[config.mk]
export PLATFORM = sky130hd
export DESIGN_NAME = ntlm_block_builder
export DESIGN_NICKNAME = d
export VERILOG_FILES = /design/src/rtl/ntlm_block_builder_pkg.sv /design/src/rtl/ntlm_block_builder.sv
export SDC_FILE = /design/constraint.sdc
export NUM_CORES = 1
export LEC_CHECK = 0
export ABC_CLOCK_PERIOD_IN_PS = 35300
export CAP_MARGIN = 20
export CORE_UTILIZATION = 40
export DETAILED_ROUTE_END_ITERATION = 16
export PLACE_DENSITY = 0.78
export RECOVER_POWER = 25
export SLEW_MARGIN = 20
export SYNTH_ARGS = -nofsm -noshare
export SYNTH_HDL_FRONTEND = slang
export SYNTH_SLANG_ARGS = --single-unit
[constraint.sdc]
create_clock -name clk -period 35.3 [get_ports clk]
set_input_delay 10.59 -clock clk [delete_from_list [all_inputs] [get_ports clk]]
set_output_delay 10.59 -clock clk [all_outputs]
set_load 0.02 [all_outputs]
[src/rtl/ntlm_block_builder_pkg.sv]
// rtl/ntlm_block_builder_pkg.sv - shared constants, state encoding and byte-slice helper
//
// Purpose: definitions shared by the NTLM block builder.
//   NTLM_MAX_LEN  longest password (chars) whose UTF-16LE form plus the 0x80
//                 pad byte still fits ahead of the length field (2*27+1 <= 56).
//   MD4_IV_*      MD4 chaining initial values, for tying off md4block state_a..d.
//   state_e       builder FSM states.
//   byte_msb()    MSB bit position of message byte k inside the 512-bit block
//                 (byte 0 occupies bits [511:504]).
package ntlm_block_builder_pkg;

  localparam int NTLM_MAX_LEN = 27;

  localparam logic [31:0] MD4_IV_A = 32'h67452301;
  localparam logic [31:0] MD4_IV_B = 32'hEFCDAB89;
  localparam logic [31:0] MD4_IV_C = 32'h98BADCFE;
  localparam logic [31:0] MD4_IV_D = 32'h10325476;

  typedef enum logic [2:0] {
    ST_CLEAR   = 3'd0,
    ST_ACCEPT  = 3'd1,
    ST_FINAL   = 3'd2,
    ST_ISSUE   = 3'd3,
    ST_WAIT_HI = 3'd4,
    ST_WAIT_LO = 3'd5
  } state_e;

  function automatic logic [8:0] byte_msb(input logic [5:0] idx);
    return 9'd511 - {idx, 3'b000};
  endfunction

endpackage

[src/rtl/ntlm_block_builder.sv]
// rtl/ntlm_block_builder.sv - ASCII password to padded UTF-16LE MD4 block feeder
//
// Purpose: collects one password per in_last-terminated beat stream, widens
// each char to UTF-16LE, appends MD4 padding and the bit length, then starts
// md4block and holds the block until md4block has finished.
// Ports:
//   clk, rst        clock; asynchronous active-high reset
//   in_valid/ready  beat handshake (ready only while collecting)
//   in_char         ASCII character of the beat
//   in_nochar       beat carries no character (empty password with in_last)
//   in_last         final beat of the password
//   md4_irdy        one-cycle start pulse to md4block
//   md4_data        512-bit message block, byte k at [511-8k -: 8]
//   md4_ordy        md4block done indication
//   busy            high whenever not collecting a password
//   err_len         one-cycle pulse: over-long password discarded
module ntlm_block_builder
  import ntlm_block_builder_pkg::*;
#(
  parameter int MAX_LEN = NTLM_MAX_LEN
) (
  input  logic         clk,
  input  logic         rst,
  input  logic         in_valid,
  output logic         in_ready,
  input  logic [7:0]   in_char,
  input  logic         in_nochar,
  input  logic         in_last,
  output logic         md4_irdy,
  output logic [511:0] md4_data,
  input  logic         md4_ordy,
  output logic         busy,
  output logic         err_len
);

  localparam logic [4:0] MAX_LEN_C = 5'(MAX_LEN);

  state_e       state_q, state_d;
  logic [4:0]   count_q, count_d;
  logic         ovf_q, ovf_d;
  logic         err_q, err_d;
  logic [511:0] data_q, data_d;

  logic         ovf_set;
  logic [15:0]  bit_len;

  // Message length in bits: 2 bytes per char, 8 bits per byte.
  assign bit_len = {7'd0, count_q, 4'd0};

  always_ff @(posedge clk or posedge rst) begin
    if (rst) begin
      state_q <= ST_ACCEPT;
      count_q <= '0;
      ovf_q   <= 1'b0;
      err_q   <= 1'b0;
      data_q  <= '0;
    end else begin
      state_q <= state_d;
      count_q <= count_d;
      ovf_q   <= ovf_d;
      err_q   <= err_d;
      data_q  <= data_d;
    end
  end

  always_comb begin
    state_d = state_q;
    count_d = count_q;
    ovf_d   = ovf_q;
    err_d   = 1'b0;
    data_d  = data_q;
    ovf_set = 1'b0;

    case (state_q)
      ST_CLEAR: begin
        data_d  = '0;
        count_d = '0;
        ovf_d   = 1'b0;
        state_d = ST_ACCEPT;
      end

      ST_ACCEPT: begin
        if (in_valid) begin
          if (!in_nochar) begin
            // Once full, further chars only mark the password as too long;
            // the high byte of each UTF-16 unit is already zero from CLEAR.
            if (ovf_q || (count_q == MAX_LEN_C)) begin
              ovf_set = 1'b1;
            end else begin
              data_d[byte_msb({count_q, 1'b0}) -: 8] = in_char;
              count_d = count_q + 5'd1;
            end
          end
          ovf_d = ovf_q | ovf_set;
          if (in_last) begin
            if (ovf_q || ovf_set) begin
              err_d   = 1'b1;
              state_d = ST_CLEAR;
            end else begin
              state_d = ST_FINAL;
            end
          end
        end
      end

      ST_FINAL: begin
        data_d[byte_msb({count_q, 1'b0}) -: 8] = 8'h80;
        // Bytes 56 and 57 hold the little-endian bit length.
        data_d[63:48] = {bit_len[7:0], bit_len[15:8]};
        state_d = ST_ISSUE;
      end

      ST_ISSUE: state_d = ST_WAIT_HI;

      ST_WAIT_HI: if (md4_ordy) state_d = ST_WAIT_LO;

      // md4block returns to idle once ordy drops, so the block may now change.
      ST_WAIT_LO: if (!md4_ordy) state_d = ST_CLEAR;

      default: state_d = ST_CLEAR;
    endcase
  end

  assign in_ready = (state_q == ST_ACCEPT) && !rst;
  assign md4_irdy = (state_q == ST_ISSUE);
  assign busy     = (state_q != ST_ACCEPT);
  assign err_len  = err_q;
  assign md4_data = data_q;

endmodule
==> Word level (Yosys, flattened, before mapping) <==
Cells that the tools add are included.
{ "word_totals": {"input_bits": 14, "register_bits": 522, "output_inout_bits": 516, "wordCells": 62} }
{ "op_classes": {"bitwise": 1, "n_eq_ne": 13, "n_addsub": 3, "muxes": 26, "n_shift": 3, "n_reduce_logical": 11} }
{ "ops": {"columns": ["operator", "n"], "rows": [
  ["$mux 512", 3],
  ["$pmux 512 s3", 1],
  ["$bwmux 512", 2],
  ["$shift 8x11->519 const A", 1],
  ["$shiftx 8x11->519", 1],
  ["$shiftx 8x11->519 const A", 1],
  ["$pmux 3 s6", 1],
  ["$mux 5", 3],
  ["$mux 3", 4],
  ["$ne 2x2->1 const B", 6],
  ["$reduce_and 4->1", 3],
  ["$neg 9->11", 1],
  ["$pmux 5 s2", 1],
  ["$mux 1", 9],
  ["$sub 9x9->9 const A", 1],
  ["$eq 3x2->1 const B", 2],
  ["$eq 3x3->1 const B", 2],
  ["$add 5x1->5 const B", 1],
  ["$eq 5x5->1 const B", 1],
  ["$eq 3x1->1 const B", 1],
  ["$logic_not 3->1", 1],
  ["$ne 3x1->1 const B", 1],
  ["$reduce_bool 3->1", 1],
  ["$logic_or 1x1->1", 2],
  ["7 further kinds", 7]
]} }

==> Logic depth before layout (Yosys ltp) <==
{ "logic_depth": {"depth_word": 11, "mapped_depth": 8, "mapped_depth_nobuf": 6} }

==> Least setup slack after synthesis <==
No wires, ideal clock.
{ "synth_timing": {"path_type": "input port to output port", "from": "input rst", "to": "output in_ready", "t_arrival_ps": 10883, "stages": 1, "slack_ps": 13827, "t_required_ps": 24710, "path_buffers": 0, "path_cell_list": "nor2_1"} }
{ "synth_between": {"elab_chain_cells": 2} }
{ "synth_lines": {"columns": ["element", "line_no", "source"], "rows": [
  ["start, declared", "ntlm_block_builder.sv:23", "input logic rst,"],
  ["$logic_not 1->1", "ntlm_block_builder.sv:124", "assign in_ready = (state_q == ST_ACCEPT) && !rst;"],
  ["$logic_and 1x1->1", "ntlm_block_builder.sv:124", null],
  ["end, declared", "ntlm_block_builder.sv:25", "output logic in_ready,"]
]} }
Every way passes these cells.

==> Worst setup path in the final report <==
Same ends and word-level chain as after synthesis.

==> reports/qor.yml <==
critical_path_peak_fanout: 2
place.gp.congestion: 0.830
synth.net_count: 1591
outcome: "finished with violations"
post_synth_instance_area_mm2: 0.0201
clock_insertion_delay_worst_skew_ns: 0.61
synth_ff_type: "sky130_fd_sc_hd__dfrtp_1"
die_height_um: 226
wl_mm: 61.7
worst_ep_arrival_time_ns: 11.89
cts_post_setup_buffers_inserted: 0
utilization: 0.564
instances_no_fill: 2786
timing.hold.worst.class: "reg -> reg"
grt.overflow.total: 0
num_antenna_cells: 0
synth_enable_flop_cells: 0
muxShareOfSynthArea: 0.0628
track_usage: 0.237
clock-skew-final_ns: 0.0221
setup.reg_to_reg.worst_slack_ns: 28.13
place_inst: 2689
crit_path_end_kind: "output pin"
maximum_number_of_pins_on_one_net_before_global_route_repair: 162
detailedPlacementHpwl_mm: 41.5
final-max-slew-violation-count: 703
synthSimpleGateAreaFrac: 0.169
synth_top_family_by_area: "simple AND/OR/NAND/NOR gates"
synth-warning-count: 0
drc: 0
power-per-cell-area_mw_per_mm2: 55.3
postSynth.asyncResetShare: 1.00
synth-xor-area-share: 0
synth_cells: 1571
worst_slack_ns: 12.82
fillerInstances: 3991
netlist.top_cell.by_area: "sky130_fd_sc_hd__dfrtp_1"
buffer_ports.inserted: 529
tritoncts: "built"
report.final.setup_viol: 0
total_number_of_placement_rows: 81
grt_pass1_vias: 14800
post_route_setup_tns_ns: 0
worstSetupPathType: "in -> out"
p_leak_uw: 0.0123
initial_antenna_violation_count: 2
synth_fa_ha_area_frac: 0.00373
synth_cell_type_count: 70
cts_buffers: 54
clockBufferDepth: 3
area_growth_from_synthesis_to_layout_pct: 38.0
ys_ff_latch: 522
initial_utilization: 0.408
drtPass1Iterations: 5
sequential_share_of_the_synthesized_area: 0.650
drive_above_1_share: 0.0787
final_min_period_over_clock_period: 0.637
drv.max_cap_violation_count: 6
max_clock_freq_mhz: 44.5
routedWlPerCell_um: 22.2
failed_checks: "capacitance limit, slew limit"
synth_compound_area_frac: 0.0879
final_antenna_net_count: 0
cts_max_level: 2
cts-resized-gates: 0
peakVddDrop_uv: 38.6
cts.sink_count: 522
route.vias.total: 14600
fp.dieArea_mm2: 0.0512
dpl_worst_slack_ns: 12.84
max_slew_margin: -4.59
post-synth-top-area-fraction: 0.648
grt_pass1_wl_mm: 91.9
worst_slew_pin_slew_ns: 8.38
path_clk_slew_ns: 0.06
final-hold-violation-count: 0
avgSynthCellArea_um2: 12.8
netlist_top_cells_area: "sky130_fd_sc_hd__dfrtp_1 65%, sky130_fd_sc_hd__and2_1 7.9%, sky130_fd_sc_hd__mux2i_1 6.2%"
core_region_area_mm2: 0.0493
finalWorstPathRequiredPeriod_ns: 22.48
setup.worst_path.start_class: "input pin"
final_net_count: 2101
route.detailed.vias_per_inst: 5.25
hold_buffers: 0
grt_setup_unrepaired: "no"
die_width_um: 226
clock_root_buffer: "sky130_fd_sc_hd__clkbuf_16"
ioPinCount: 530
drt-initial-drc-count: 1164
cp_data_required_time_ns: 24.71
-- critical path, stage by stage --
cell                              delay, ns
sky130_fd_sc_hd__dlygate4sd3_1         0.57
sky130_fd_sc_hd__nor2_1                0.11
sky130_fd_sc_hd__clkdlybuf4s50_1       0.62
-- flip-flops by register name (all words and copies together), names as in the netlist --
register  cells
state_q       3
count_q       5
ovf_q         1
md4_data    512
err_len       1
-- cell families after synthesis --
family                   after synthesis
buffers and inverters                119
multiplexers                         126
adder cells (fa/ha/maj)                6
flip-flops                           522
AND/OR/NAND/NOR                      584
AO/OA/AOI/OAI                        214
-- cell usage after synthesis (19+ instances only) --
| cell | instances |
|---|---|
| sky130_fd_sc_hd__o2bb2ai_1 | 28 |
| sky130_fd_sc_hd__nand2_1 | 202 |
| sky130_fd_sc_hd__a2bb2oi_1 | 34 |
| sky130_fd_sc_hd__a21oi_1 | 20 |
| sky130_fd_sc_hd__a32o_1 | 54 |
| sky130_fd_sc_hd__mux2i_1 | 125 |
| sky130_fd_sc_hd__clkbuf_1 | 65 |
| sky130_fd_sc_hd__buf_2 | 19 |
| sky130_fd_sc_hd__o21ai_0 | 31 |
| sky130_fd_sc_hd__and2_1 | 255 |
| sky130_fd_sc_hd__dfrtp_1 | 521 |
| sky130_fd_sc_hd__inv_1 | 19 |
-- cell usage in the layout (no fill, tap or decap), drive strengths merged, types with 6 or more instances in the layout --
cell           count
clkdlybuf4s50    525
dfrtp            521
and2             255
nand2            203
mux2i            125
clkbuf            78
a32o              54
a2bb2oi           38
o21ai             34
o2bb2ai           28
nor3              26
inv               25
a21oi             22
buf               20
nor2              20
nand4             15
nand3             15
nand2b            10
a211o              9
clkinv             9
clkinvlp           7
ha                 6
-- stage by stage --
step	total power [uW]	hold WS [ns]	cell area [um2]
final	1540	0.482	27800
after global routing	1600	0.494	27800
after CTS	1550	0.489	27800
after detailed placement	975	0.470	26000
after global placement	967	0.468	26000
after floorplan	865	0.587	20100
-- final cells by class --
cell class / count / area (um2) / area share
sequential: 522 / 13100 / 0.471
multi-input combinational: 930 / 6530 / 0.235
timing repair buffer: 553 / 5460 / 0.197
clock buffer: 74 / 1580 / 0.0568
tap: 664 / 831 / 0.0299
clock inverter: 23 / 218 / 0.00784
inverter: 20 / 76.3 / 0.00275
-- metal layers --
metal | vias to the layer above | share of wire | track usage | wire length [um]
li1 | 6408 | - | - | -
met4 | 0 | 0.038 | 0.0922 | 2350
met5 | - | 0 | 0 | 0
met1 | 7486 | 0.40 | 0.302 | 24900
met2 | 593 | 0.47 | 0.369 | 29100
met3 | 138 | 0.089 | 0.0811 | 5470
-- path summary, 6_finish.rpt --
kind,end,from,cells after the start
worst max-delay path,in_ready,rst,3
worst min-delay path,md4_data[304],md4_data[304],1
worst max register to register,md4_data[443],state_q[1],4
worst min register to register,md4_data[304],md4_data[304],1
max in group asynchronous,md4_data[371],rst,3
min in group asynchronous,md4_data[377],rst,2
-- report_power, final --
part | total [uW] | switching (uW) | internal [uW] | leakage, uW
registers | 633 | 19.0 | 614 | 0.00728
logic | 330 | 249 | 81.4 | 0.00414
clock network | 573 | 244 | 329 | 0.000875
No activity file was read; power rests on OpenSTA's default activity.
